===== src/rtl/display_pkg.sv =====
// Shared constants for the display path: layer indices, transparency key
// and the pixel slot-state encoding used by the ROM time-multiplexer.
package display_pkg;

  localparam int N_LAYERS    = 4;
  localparam int L_MOUSE     = 0;
  localparam int L_CARD      = 1;
  localparam int L_BUTTON    = 2;
  localparam int L_BG        = 3;
  localparam int SYNC_STAGES = 4;

  localparam logic [11:0] KEY_COLOR_DFLT = 12'h0F0;

  typedef enum logic [2:0] {
    S0   = 3'd0,
    S1   = 3'd1,
    S2   = 3'd2,
    S3   = 3'd3,
    IDLE = 3'd4
  } slot_e;

  // True when a fetched pixel is drawn rather than treated as see-through.
  function automatic logic is_opaque(input logic [11:0] px, input logic [11:0] key);
    return (px != key);
  endfunction

endpackage


===== src/rtl/sync_delay.sv =====
// N-stage shift register for a VGA sync line; idles high out of reset.
module sync_delay #(
  parameter int N = 4
) (
  input  logic clk,
  input  logic rst,
  input  logic d,
  output logic q
);

  logic [N-1:0] sh_r;

  // Shift the sync line one stage per clock.
  always_ff @(posedge clk or negedge rst) begin
    if (!rst) begin
      sh_r <= {N{1'b1}};
    end else begin
      sh_r <= {sh_r[N-2:0], d};
    end
  end

  assign q = sh_r[N-1];

endmodule


===== src/rtl/display_layer_sched.sv =====
// Shares the sprite ROM between four display layers (one read per clock,
// four clocks per pixel) and composites them by priority with colour keying.
module display_layer_sched
  import display_pkg::*;
#(
  parameter int          ADDR_W    = 17,
  parameter logic [11:0] KEY_COLOR = KEY_COLOR_DFLT
) (
  input  logic                       clk,
  input  logic                       rst,
  input  logic                       pix_stb,
  input  logic                       valid_in,
  input  logic                       hsync_in,
  input  logic                       vsync_in,
  input  logic [N_LAYERS-1:0]        layer_hit,
  input  logic [N_LAYERS*ADDR_W-1:0] layer_addr,
  output logic                       rom_en,
  output logic [ADDR_W-1:0]          rom_addr,
  input  logic [11:0]                rom_data,
  output logic                       hsync,
  output logic                       vsync,
  output logic [3:0]                 vgaRed,
  output logic [3:0]                 vgaGreen,
  output logic [3:0]                 vgaBlue,
  output logic                       sync_err
);

  slot_e                       slot_r, slot_s;
  logic [N_LAYERS-1:0]         hit_r, hit_s;
  logic [N_LAYERS*ADDR_W-1:0]  addr_r, addr_s;
  logic                        valid_r, valid_s;
  logic [11:0]                 px_r [N_LAYERS-1];
  logic [11:0]                 px_s [N_LAYERS-1];
  logic [N_LAYERS-2:0]         op_r, op_s;
  logic                        rom_en_r, rom_en_s;
  logic [ADDR_W-1:0]           rom_addr_r, rom_addr_s;
  logic [11:0]                 rgb_r, rgb_s;
  logic                        sync_err_r, sync_err_s;
  logic [1:0]                  idx_s;
  logic                        issue_s;

  // Next-state: capture last slot's data, compose after slot 3, restart on strobe, pick next issue.
  always_comb begin
    slot_s     = slot_r;
    hit_s      = hit_r;
    addr_s     = addr_r;
    valid_s    = valid_r;
    px_s       = px_r;
    op_s       = op_r;
    rgb_s      = rgb_r;
    sync_err_s = sync_err_r;
    rom_en_s   = 1'b0;
    rom_addr_s = rom_addr_r;
    idx_s      = 2'd0;
    issue_s    = 1'b0;

    case (slot_r)
      S0: begin
        px_s[L_MOUSE] = rom_data;
        op_s[L_MOUSE] = rom_en_r && is_opaque(rom_data, KEY_COLOR);
      end
      S1: begin
        px_s[L_CARD] = rom_data;
        op_s[L_CARD] = rom_en_r && is_opaque(rom_data, KEY_COLOR);
      end
      S2: begin
        px_s[L_BUTTON] = rom_data;
        op_s[L_BUTTON] = rom_en_r && is_opaque(rom_data, KEY_COLOR);
      end
      S3: begin
        // Background data is still on the bus here, so it is used directly.
        if (!valid_r) begin
          rgb_s = 12'h000;
        end else if (op_r[L_MOUSE]) begin
          rgb_s = px_r[L_MOUSE];
        end else if (op_r[L_CARD]) begin
          rgb_s = px_r[L_CARD];
        end else if (op_r[L_BUTTON]) begin
          rgb_s = px_r[L_BUTTON];
        end else if (rom_en_r) begin
          rgb_s = rom_data;
        end else begin
          rgb_s = rgb_r;
        end
      end
      default: begin
        rgb_s = rgb_r;
      end
    endcase

    if (pix_stb) begin
      if ((slot_r == S0) || (slot_r == S1) || (slot_r == S2)) begin
        sync_err_s = 1'b1;
      end else begin
        sync_err_s = sync_err_r;
      end
      slot_s       = S0;
      hit_s        = layer_hit;
      hit_s[L_BG]  = 1'b1;
      addr_s       = layer_addr;
      valid_s      = valid_in;
    end else begin
      case (slot_r)
        S0:      slot_s = S1;
        S1:      slot_s = S2;
        S2:      slot_s = S3;
        S3:      slot_s = IDLE;
        default: slot_s = IDLE;
      endcase
    end

    case (slot_s)
      S0:      idx_s = 2'd0;
      S1:      idx_s = 2'd1;
      S2:      idx_s = 2'd2;
      S3:      idx_s = 2'd3;
      default: idx_s = 2'd0;
    endcase

    issue_s = (slot_s != IDLE) && valid_s && hit_s[idx_s];
    if (issue_s) begin
      rom_en_s   = 1'b1;
      rom_addr_s = addr_s[int'(idx_s)*ADDR_W +: ADDR_W];
    end else begin
      rom_en_s   = 1'b0;
      rom_addr_s = rom_addr_r;
    end
  end

  // State and output registers.
  always_ff @(posedge clk or negedge rst) begin
    if (!rst) begin
      slot_r     <= IDLE;
      hit_r      <= {N_LAYERS{1'b0}};
      addr_r     <= {(N_LAYERS*ADDR_W){1'b0}};
      valid_r    <= 1'b0;
      px_r[0]    <= 12'h000;
      px_r[1]    <= 12'h000;
      px_r[2]    <= 12'h000;
      op_r       <= {(N_LAYERS-1){1'b0}};
      rom_en_r   <= 1'b0;
      rom_addr_r <= {ADDR_W{1'b0}};
      rgb_r      <= 12'h000;
      sync_err_r <= 1'b0;
    end else begin
      slot_r     <= slot_s;
      hit_r      <= hit_s;
      addr_r     <= addr_s;
      valid_r    <= valid_s;
      px_r       <= px_s;
      op_r       <= op_s;
      rom_en_r   <= rom_en_s;
      rom_addr_r <= rom_addr_s;
      rgb_r      <= rgb_s;
      sync_err_r <= sync_err_s;
    end
  end

  sync_delay #(.N(SYNC_STAGES)) u_hsync (
    .clk (clk),
    .rst (rst),
    .d   (hsync_in),
    .q   (hsync)
  );

  sync_delay #(.N(SYNC_STAGES)) u_vsync (
    .clk (clk),
    .rst (rst),
    .d   (vsync_in),
    .q   (vsync)
  );

  assign rom_en   = rom_en_r;
  assign rom_addr = rom_addr_r;
  assign vgaRed   = rgb_r[11:8];
  assign vgaGreen = rgb_r[7:4];
  assign vgaBlue  = rgb_r[3:0];
  assign sync_err = sync_err_r;

endmodule


===== config.mk =====
export PLATFORM = sky130hd
export DESIGN_NAME = display_layer_sched
export DESIGN_NICKNAME = d
export VERILOG_FILES = /design/src/rtl/display_pkg.sv /design/src/rtl/sync_delay.sv /design/src/rtl/display_layer_sched.sv
export SDC_FILE = /design/constraint.sdc
export NUM_CORES = 1
export LEC_CHECK = 0
export ABC_AREA = 1
export CAP_MARGIN = 20
export CORE_ASPECT_RATIO = 1.5
export CORE_MARGIN = 1
export CORE_UTILIZATION = 37
export CTS_BUF_LIST = sky130_fd_sc_hd__clkbuf_4
export DETAILED_ROUTE_END_ITERATION = 7
export SETUP_SLACK_MARGIN = 0.4
export SLEW_MARGIN = 20
export SYNTH_ARGS = -nofsm -noshare
export SYNTH_HDL_FRONTEND = slang
export SYNTH_SLANG_ARGS = --single-unit

===== constraint.sdc =====
create_clock -name clk -period 1.7 [get_ports clk]
set_input_delay 0.34 -clock clk [delete_from_list [all_inputs] [get_ports clk]]
set_output_delay 0.34 -clock clk [all_outputs]
set_load 0.02 [all_outputs]

# After elaboration in Yosys (flattened, before gate mapping)
# Cells that the tools add are included.
[classes] n_mul=1 magnitude_cmp=1 n_eq_ne=9 shift=1 n_mux=14 n_reduce_logical=8
[op_table] cell="68-bit two-way mux" count=1
[op_table] cell="68-bit by 8-bit indexed part select with 17-bit output" count=1
[op_table] cell="12-bit two-way mux" count=5
[op_table] cell="3-bit by 2-bit equality test with 1-bit output, second input constant" count=4
[op_table] cell="12-bit by 8-bit != test with 1-bit output, second input constant" count=1
[op_table] cell="3-bit one-hot mux with 3 select lines" count=1
[op_table] cell="2-bit by 5-bit multiplier with 7-bit output, second input constant" count=1
[op_table] cell="3-bit by 1-bit equality test with 1-bit output, second input constant" count=2
[op_table] cell="2-bit one-hot mux with 3 select lines" count=1
[op_table] cell="5-bit by 1-bit != test with 1-bit output, second input constant" count=1
[op_table] cell="4-bit two-way mux" count=1
[op_table] cell="2-bit AND reduction" count=2
[op_table] cell="1-bit logical AND" count=3
[op_table] cell="3-bit zero test" count=1
[op_table] cell="2-bit by 3-bit less-than comparator with 1-bit output, second input constant" count=1
[op_table] cell="1-bit two-way mux" count=3
[op_table] cell="3-bit two-way mux" count=1
[op_table] cell="3-bit != test, second input constant" count=1
[op_table] cell="1-bit binary-select mux with 2-bit select" count=1
[op_table] cell="1-bit logical OR" count=2
[word_totals] reg_bits=154 inputBits=90 word_cells=50

# Longest topological paths before layout
# Gate-level depths: netlist of run 1.
[depth] depth_word=9 ltp_mapped=12 ltp_nobuf=10

# By module
# Synthesis of run 1 repeated with hierarchy kept, for this count alone.
[unflattened] hier_cells=832 hier_area_um2=6764.0
[modules_own_cells] module="display_layer_sched" n_inst=1 cells_per_inst=824 area_per_inst_um2=6553.8
[modules_own_cells] module="sync_delay" n_inst=2 cells_per_inst=4 area_per_inst_um2=105.1

# Worst setup path after synthesis of run 1
# Ideal clock, no wire load.
[synth_timing] path_type="register to register" start="reg slot_r[2]" end="reg rom_addr_r[10], in the netlist rom_addr[10]" t_arrival_ns=1.384 t_required_ns=1.584 setup_slack_ns=0.200 path_stages_with_launch=11 cell_sequence="dfstp_2 nor2_1 nand2_2 nand2_2 nand2_4 nand2_2 nand2_2 nor2_8 buf_6 nand2_1 nand2_1"
[synth_between] elab_chain_len=8
[synth_rtl] item="start: declaration" line_no="display_layer_sched.sv:28" source="slot_e slot_r, slot_s;"
[synth_rtl] item="start signal: assignment" line_no="display_layer_sched.sv:146" source="slot_r <= slot_s;"
[synth_rtl] item="3-bit by 2-bit equality test with 1-bit output, or another cell as far along" line_no="display_layer_sched.sv:103" source="case (slot_r)"
[synth_rtl] item="3-bit one-hot mux with 3 select lines (*)" line_no="display_layer_sched.sv:103"
[synth_rtl] item="3-bit two-way mux (*)" line_no="display_layer_sched.sv:91" source="if (pix_stb) begin"
[synth_rtl] item="3-bit by 2-bit equality test with 1-bit output / 3-bit by 1-bit equality test with 1-bit output (equally long branches)" line_no="display_layer_sched.sv:112" source="case (slot_s)"
[synth_rtl] item="2-bit one-hot mux with 3 select lines" line_no="display_layer_sched.sv:112"
[synth_rtl] item="1-bit binary-select mux with 2-bit select" line_no="display_layer_sched.sv:120" source="issue_s = (slot_s != IDLE) && valid_s && hit_s[idx_s];"
[synth_rtl] item="1-bit two-way mux (implied by the code)" line_no="display_layer_sched.sv:120"
[synth_rtl] item="1-bit logical AND (*)" line_no="display_layer_sched.sv:120"
[synth_rtl] item="named net issue_s" line_no="display_layer_sched.sv:40" source="logic issue_s;"
[synth_rtl] item="end signal: assignment" line_no="display_layer_sched.sv:142" source="rom_addr_r <= {ADDR_W{1'b0}};"
[synth_rtl] item="end signal: assignment" line_no="display_layer_sched.sv:153" source="rom_addr_r <= rom_addr_s;"
[synth_rtl] item="end: declaration" line_no="display_layer_sched.sv:36" source="logic [ADDR_W-1:0] rom_addr_r, rom_addr_s;"
# The timed path passes the listed nets; every way through them passes the cells marked *. The select of a mux whose other input is x is not followed.
# A chain may end at the register's enable or synchronous reset.

# Worst setup path in the final report of run 1
[layout_timing] start="reg slot_r[2]" end="reg rom_addr_r[9], in the netlist rom_addr[9]"
[layout_between] elab_chain_len=8
[layout_rtl] item="3-bit by 2-bit equality test with 1-bit output, or another cell as far along" line_no="display_layer_sched.sv:103"
[layout_rtl] item="3-bit one-hot mux with 3 select lines (*)" line_no="display_layer_sched.sv:103"
[layout_rtl] item="3-bit two-way mux (*)" line_no="display_layer_sched.sv:91"
[layout_rtl] item="parallel branches: the longest is 5 deep, another holds 2-bit by 5-bit multiplier with 7-bit output"
# Mark *: on every way between the ends. The select of a mux whose other input is x is not followed.

==> results.py, run 1 <==
metrics = {
    "timing": {
        "worstMarginPinSlew_ns": 0.379,
        "timing.final.crit_period_ns": 1.59,
        "tns_ns": 0,
        "setup_repair_after_global_routing_missed_its_margin": "yes",
        "finalHoldWorstSlack_ns": 0.149,
        "worst_clock_skew_ns": 0.0272,
        "fmaxAchievable_mhz": 631,
        "slew_viol_final": 0,
        "finalHoldViolCount": 0,
        "final-setup-viol-count": 0,
        "slew_headroom_pct": 74.7,
        "final.period_utilization_pct": 93.3,
    },
    "place": {
        "detailedPlacementHpwl_um": 11800,
        "port_buffers": 121,
        "place.gp.congestion": 0.750,
        "numPlacedInstances": 1169,
    },
    "routing": {
        "vias_per_cell": 4.74,
        "dr.pass1.iters": 4,
        "routed_wire_length_per_instance_um": 14.8,
        "finalWirelength_um": 18400,
        "first_iter_violations": 277,
        "drt_drc_violations_left": 0,
        "drt.antenna.violating_nets": 0,
        "vias": 5905,
    },
    "synth": {
        "yosysTopAreaCell": "sky130_fd_sc_hd__dfrtp_1",
        "synth_top_area_share_pct": 53.6,
        "mappedNetlistArea_mm2": 0.00677,
        "syn_nets": 923,
        "gate_count_after_technology_mapping": 833,
        "synthesis.yosys.warnings": 0,
        "synth.ff_latch_count": 154,
        "post_synth.cell_area_avg_um2": 8.13,
        "synth_seq_area_share_pct": 57.1,
        "yosys.cell_types.count": 28,
        "ys_top_cells_by_area": "sky130_fd_sc_hd__dfrtp_1, sky130_fd_sc_hd__nand2_1, sky130_fd_sc_hd__o21ai_0, sky130_fd_sc_hd__dfstp_2, sky130_fd_sc_hd__inv_1",
    },
    "global_routing": {
        "grt_pass1_vias": 5601,
        "grt_usage_pct": 19.6,
        "grt_first_pass_wirelength_um": 28400,
        "grt_start_max_net_pins": 55,
        "antenna_found_initial": 1,
        "grt_overflow": 0,
    },
    "critical_path": {
        "cp.arrival_ns": 2.05,
        "capturing_element_type_of_the_critical_path": "flip-flop",
        "worst_setup_path_startpoint": "slot_r[2]$_DFF_PN1_",
        "worst_path_max_delay_cell": "sky130_fd_sc_hd__dfstp_2",
        "reg2reg_depth": 10,
        "worstPathMaxFanout": 6,
        "critPathKind": "flip-flop to flip-flop",
        "worst_ep_required_time_ns": 2.16,
        "reg2reg_setup_slack_ns": 0.11,
        "worst_r2r_startpoint": "slot_r[2]$_DFF_PN1_",
        "critical-path-max-stage-delay_ns": 0.59,
        "worstPathCellList": "nor2_4 > buf_6 > nand3_2 > nand2_2 > buf_4 > nor2_4 > nor2_8 > clkbuf_16 > nand2_2 > nand2_1",
        "crit_end": "rom_addr[9]$_DFFE_PN0P_",
        "crit-reg2reg-capture": "rom_addr[9]$_DFFE_PN0P_",
        "timing.critical_path.from_type": "flip-flop",
    },
    "pwr": {
        "power_share_of_the_combinational_group_pct": 35.0,
        "ir_worst_vdd_uv": 563,
        "power_switching_share_pct": 35.5,
        "internal-power_mw": 6.93,
        "power.share.clock_pct": 20.3,
        "power.sequential.fraction_pct": 44.7,
        "leakage_nw": 4.91,
        "power.switching_mw": 3.81,
        "power-per-cell-area_mw_per_mm2": 1110,
    },
    "floorplan": {
        "die-area_mm2": 0.0189,
        "initial_cell_density_of_the_core_pct": 37.7,
        "floorplan.io_pins": 123,
        "floorplan.die.height_um": 168,
        "die_w_um": 112,
        "core_mm2": 0.0179,
        "rows": 60,
    },
    "cts": {
        "clock_insertion_delay_worst_skew_ns": 0.57,
        "htreeDepth": 4,
        "clock_sinks": 154,
        "cts_max_path_buffers": 2,
        "path_clk_slew_ns": 0.13,
        "cts_tree": "done",
        "tritoncts_buffers": 17,
        "clock_tree.root_cell": "sky130_fd_sc_hd__clkbuf_4",
    },
    "cells_and_area": {
        "finalNetCount": 1104,
        "non_filler_instance_count_after_layout": 1245,
        "area.growth.synth_to_final_pct": 42.9,
        "drive_gt1_share_pct": 22.7,
    },
    "run_status": {
        "run_status": "finished, final reports clean",
    },
    "flow_run": {
        "drv.max_cap_violation_count": 0,
    },
    "hold_path": {
        "timing.hold.worst.class": "input port to flip-flop",
    },
}
[critical path, delay by kind of cell (launching register included)]
| family | cells | cell delay (ns) |
|---|---|---|
| DFF | 1 | 0.59 |
| and+or+nand+nor | 7 | 0.48 |
| buffers and inverters | 3 | 0.42 |
[per-stage QoR]
stage	power, mW	instance area, um2	util [%]	setup slack, ns
6_report	10.7	9670	53.9	0.114
2_1_floorplan	6.41	6860	-	0.247
5_1_grt	11.4	9670	53.9	0.0414
4_1_cts	10.4	9190	51.2	0.0902
3_3_place_gp	7.77	8470	47.2	-0.0637
3_5_place_dp	7.82	8470	47.2	-0.101
[synth_stat cells (all sizes together)]
master and n:
a21oi 1, buf 21, clkbuf 20, dfrtp 145, dfstp 9, inv 63
nand2 431, nand3 21, nand4 1, nor2 8, nor3 2, nor4 1
o211ai 23, o21ai 85, o21bai 1, or2 1
[power groups by stage]
stage | combinational, mW | sequential, mW | clock (mW)
finish | 3.76 | 4.80 | 2.18
global route | 4.12 | 4.88 | 2.40
CTS | 3.39 | 4.78 | 2.26
detailed placement | 3.04 | 4.79 | 0
global placement | 2.99 | 4.78 | 0
floorplan | 1.35 | 5.06 | 0
[per-layer routing]
metal / track usage [%] / wire (um) / part of all wire [%] / vias to the layer above
li1: - / - / - / 2958
met1: 23.5 / 7210 / 39 / 2776
met2: 34.5 / 10100 / 55 / 142
met3: 3.55 / 604 / 3.3 / 29
met4: 7.77 / 439 / 2.4 / 0
met5: 0 / 0 / 0 / -
[layout by cell type, fill, tap and decap left out, types with 2 or more instances in the layout]
cell type                           n
sky130_fd_sc_hd__buf_12            12
sky130_fd_sc_hd__buf_16             4
sky130_fd_sc_hd__buf_4             41
sky130_fd_sc_hd__buf_6             49
sky130_fd_sc_hd__buf_8              3
sky130_fd_sc_hd__clkbuf_16          5
sky130_fd_sc_hd__clkbuf_4          17
sky130_fd_sc_hd__clkdlybuf4s50_1   86
sky130_fd_sc_hd__clkinv_2           3
sky130_fd_sc_hd__clkinv_4           3
sky130_fd_sc_hd__clkinvlp_4         3
sky130_fd_sc_hd__dfrtp_1          143
sky130_fd_sc_hd__dfrtp_2            2
sky130_fd_sc_hd__dfstp_2            9
sky130_fd_sc_hd__inv_1             54
sky130_fd_sc_hd__inv_2              5
sky130_fd_sc_hd__inv_4              4
sky130_fd_sc_hd__inv_6              4
sky130_fd_sc_hd__nand2_1          384
sky130_fd_sc_hd__nand2_2           32
sky130_fd_sc_hd__nand2_4           11
sky130_fd_sc_hd__nand2_8            4
sky130_fd_sc_hd__nand3_1           16
sky130_fd_sc_hd__nand3_2            4
sky130_fd_sc_hd__nand3_4            2
sky130_fd_sc_hd__nor2_4             5
sky130_fd_sc_hd__nor3_1             2
sky130_fd_sc_hd__o211ai_1          23
sky130_fd_sc_hd__o21ai_0           51
sky130_fd_sc_hd__o21ai_1           30
sky130_fd_sc_hd__o21ai_2            3
[state kept, by name, indices dropped and copies added, names as in the netlist]
register      cells
addr_r           68
hit_r             4
op_r              3
px_r             36
rgb_r            12
rom_addr         17
rom_en            1
slot_r            3
sync_err          1
u_hsync.sh_r      4
u_vsync.sh_r      4
valid_r           1
[how the worst min path moves through the flow]
stage             start                         to  slack (ns)  cells past startpoint
2_1_floorplan       rst        addr_r[0]$_DFF_PN0_        0.04                      0
3_3_place_gp        rst       addr_r[20]$_DFF_PN0_        0.26                      1
3_5_place_dp        rst       addr_r[23]$_DFF_PN0_        0.26                      1
4_1_cts        hsync_in  u_hsync.sh_r[0]$_DFF_PN1_        0.11                      1
5_1_grt        hsync_in  u_hsync.sh_r[0]$_DFF_PN1_        0.11                      1
6_report        pix_stb         hit_r[0]$_DFF_PN0_        0.15                      4
[cell families (layout without fill, tap and decap cells)]
family	Yosys count	after routing	share of synthesized area (%)
and+or+nand+nor	465	466	27.2
other	0	1	0
DFF	154	154	57.1
AOI/OAI and AO/OA	110	110	9.19
buffers and inverters	104	297	6.54
[final cells by class]
type / instances / area [um2]
timing repair buffer: 202 / 2260
inverter: 63 / 246
fill: 1689 / 8270
clock buffer: 17 / 128
antenna: 1 / 2.50
sequential: 154 / 3870
clock inverter: 15 / 140
multi-input combinational: 576 / 2760
tap: 217 / 272
[what timing repair did]
item | in CTS | in global routing
pin swaps | 10 | 24
gates resized for setup | 239 | 96
cloned | 5 | 6
setup buffers | 16 | 15
endpoints found under the hold margin | 140 | 0
setup endpoints to repair | 81 | 93
hold buffers | 1 | 0
(Power assumes the default switching activity.)
==> run 2, diff against run 1 <==
- CTS_CLUSTER_SIZE: unset -> 28
==> results of run 2 <==
Final layout, timing and power as in run 1 (identical DEF).
==> run 3, diff against run 2 <==
- clock period: 1.7 -> 1.55 ns (I/O delays scaled with it)
==> run 3 against run 2 <==
First-iteration DRC count increased by 23%. Sequential power is 11% higher. Non-clock buffer count rose by 16. Utilization is 3.2 points higher. Clock power grew 24%. Cell count increased by 1.5%. The run now ends with negative setup slack left. Combinational power grew 24%. Critical path type unchanged. Clock skew is 0.0015 ns lower. Critical path depth is the same. Count of clock-buffer cells in the layout stayed put. Total power increased by 18%. Die area unchanged.
==> results.py, run 3 (synthesized netlist as in run 1, its figures left out) <==
metrics = {
    "critical_path": {
        "critical-path-max-stage-delay_ns": 0.59,
        "worstPathMaxFanout": 6,
        "worstPathCellList": "nor2_4 > buf_6 > buf_4 > inv_4 > nor2_4 > buf_6 > buf_6 > buf_16 > nand2_4 > o21ai_2",
        "worst_ep_required_time_ns": 2.00,
        "worst_path_max_delay_cell": "sky130_fd_sc_hd__dfstp_2",
        "timing.critical_path.from_type": "flip-flop",
        "cpMostUsedCell": "sky130_fd_sc_hd__buf_6",
        "capturing_element_type_of_the_critical_path": "flip-flop",
        "critPathKind": "flip-flop to flip-flop",
        "cp.arrival_ns": 2.02,
    },
    "cts": {
        "tritoncts_buffers": 17,
        "htreeDepth": 4,
        "clock_sinks": 154,
        "cts_tree": "done",
        "clock_insertion_delay_worst_skew_ns": 0.56,
        "path_clk_slew_ns": 0.16,
        "clock_tree.root_cell": "sky130_fd_sc_hd__clkbuf_4",
        "cts_max_path_buffers": 2,
    },
    "cells_and_area": {
        "mostFrequentLayoutCell": "sky130_fd_sc_hd__nand2_1",
        "multi_input_area_mm2": 0.00299,
        "ff_latch_area_mm2": 0.00387,
        "finalNetCount": 1123,
        "fillers": 1576,
        "max_flop_register": "addr_r",
        "area.growth.synth_to_final_pct": 51.2,
        "commonest_cells_after_routing_fill_and_taps_aside": "sky130_fd_sc_hd__nand2_1, sky130_fd_sc_hd__dfrtp_1, sky130_fd_sc_hd__clkdlybuf4s50_1",
        "drive_gt1_share_pct": 29.0,
        "non_filler_instance_count_after_layout": 1264,
        "largest_reg_flops": 68,
    },
    "pwr": {
        "ir_worst_vdd_uv": 636,
        "power-per-cell-area_mw_per_mm2": 1240,
        "power.sequential.fraction_pct": 42.0,
        "finalPower_mw": 12.7,
        "power.share.clock_pct": 21.4,
        "power_switching_share_pct": 35.0,
        "internal-power_mw": 8.24,
        "leakage_nw": 5.09,
        "power_share_of_the_combinational_group_pct": 36.6,
        "power.switching_mw": 4.45,
    },
    "place": {
        "numPlacedInstances": 1178,
        "place.gp.congestion": 0.767,
        "detailedPlacementHpwl_um": 12000,
        "port_buffers": 121,
        "placement.setup.worst_slack_ns": -0.207,
    },
    "routing": {
        "finalWirelength_um": 19600,
        "vias_per_cell": 4.84,
        "drt.antenna.violating_nets": 0,
        "dr.pass1.iters": 5,
        "routed_wire_length_per_instance_um": 15.5,
        "drt_drc_violations_left": 0,
        "first_iter_violations": 340,
        "vias": 6117,
    },
    "timing": {
        "final.period_utilization_pct": 102,
        "slew_viol_final": 0,
        "tns_ns": -0.177,
        "worstMarginPinSlew_ns": 0.343,
        "setup_repair_after_global_routing_missed_its_margin": "yes",
        "worst_clock_skew_ns": 0.0257,
        "finalHoldViolCount": 0,
        "final-setup-viol-count": 16,
        "setup_ws_ns": -0.0259,
        "timing.final.crit_period_ns": 1.58,
        "slew_headroom_pct": 77.0,
        "fmaxAchievable_mhz": 635,
        "finalHoldWorstSlack_ns": 0.136,
    },
    "floorplan": {
        "floorplan.die.height_um": 168,
        "floorplan.io_pins": 123,
        "initial_cell_density_of_the_core_pct": 37.7,
        "core_mm2": 0.0179,
        "die-area_mm2": 0.0189,
        "rows": 60,
        "die_w_um": 112,
    },
    "global_routing": {
        "grt_pass1_vias": 6137,
        "grt_start_max_net_pins": 46,
        "grt_first_pass_wirelength_um": 31500,
        "grt_usage_pct": 21.9,
        "grt_overflow": 0,
        "antenna_found_initial": 2,
    },
    "flow_run": {
        "drv.max_cap_violation_count": 0,
    },
    "run_status": {
        "run_status": "finished, violations left",
        "failed_checks": "negative setup slack",
    },
    "hold_path": {
        "timing.hold.worst.class": "input port to flip-flop",
    },
}
run 3: what timing repair did:
item                       4_1_cts  5_1_grt
gates resized for setup        366       62
buffers inserted                25       11
cloned                          15        1
hold endpoints to repair       146        0
setup endpoints to repair      103      103
pin swaps                       21       23
hold buffers                     1        0
run 3: critical path: cells and delay by family (launching register included):
kind / cells / cell delay (ns)
AO/OA/AOI/OAI: 1 / 0.04
buffers and inverters: 6 / 0.69
flip-flops: 1 / 0.59
AND/OR/NAND/NOR: 3 / 0.15
run 3: routing by layer:
metal	wire, um	track usage, %	share of wire, %	vias up
met4	728	10.8	3.7	2
li1	-	-	-	3013
met1	7510	23.9	38	2898
met5	18	0	0.092	-
met2	10600	39.8	54	164
met3	651	4.63	3.3	40
run 3: layout make-up:
cell class | instances | share of cell area (%)
Antenna cell | 1 | 0.0244
Timing Repair inverter | 1 | 0.0733
Clock inverter | 15 | 1.83
Timing Repair Buffer | 218 | 24.7
Sequential cell | 154 | 37.8
Clock buffer | 17 | 1.25
Tap cell | 217 | 2.65
Multi-Input combinational cell | 578 | 29.2
Inverter | 63 | 2.52
run 3: metrics by stage:
step / instance area (um2) / util, %
after global routing: 10200 / 57.1
after CTS: 9910 / 55.3
after detailed placement: 8570 / 47.8
after floorplan: 6880 / -
after global placement: 8570 / 47.8
final: 10200 / 57.1
run 3: worst paths after layout:
check / from / end / slack, ns / cells after the start
setup / recovery: slot_r[2]$_DFF_PN1_ / px_r[28]$_DFFE_PN0P_ / -0.03 / 10
hold / removal: pix_stb / addr_r[9]$_DFF_PN0_ / 0.14 / 4
setup reg to reg: slot_r[2]$_DFF_PN1_ / px_r[28]$_DFFE_PN0P_ / -0.03 / 10
hold reg to reg: u_hsync.sh_r[1]$_DFF_PN1_ / u_hsync.sh_r[2]$_DFF_PN1_ / 0.36 / 0
max in group asynchronous: rst / u_hsync.sh_r[3]$_DFF_PN1_ / 0.78 / 3
min in group asynchronous: rst / addr_r[5]$_DFF_PN0_ / 0.17 / 2
run 3: power by group through the flow:
stage	Clock [mW]	Combinational, mW	Sequential (mW)
2_1_floorplan	0	1.49	5.55
6_report	2.71	4.65	5.33
5_1_grt	2.97	5.03	5.41
4_1_cts	2.79	4.26	5.29
3_5_place_dp	0	3.38	5.25
3_3_place_gp	0	3.32	5.24
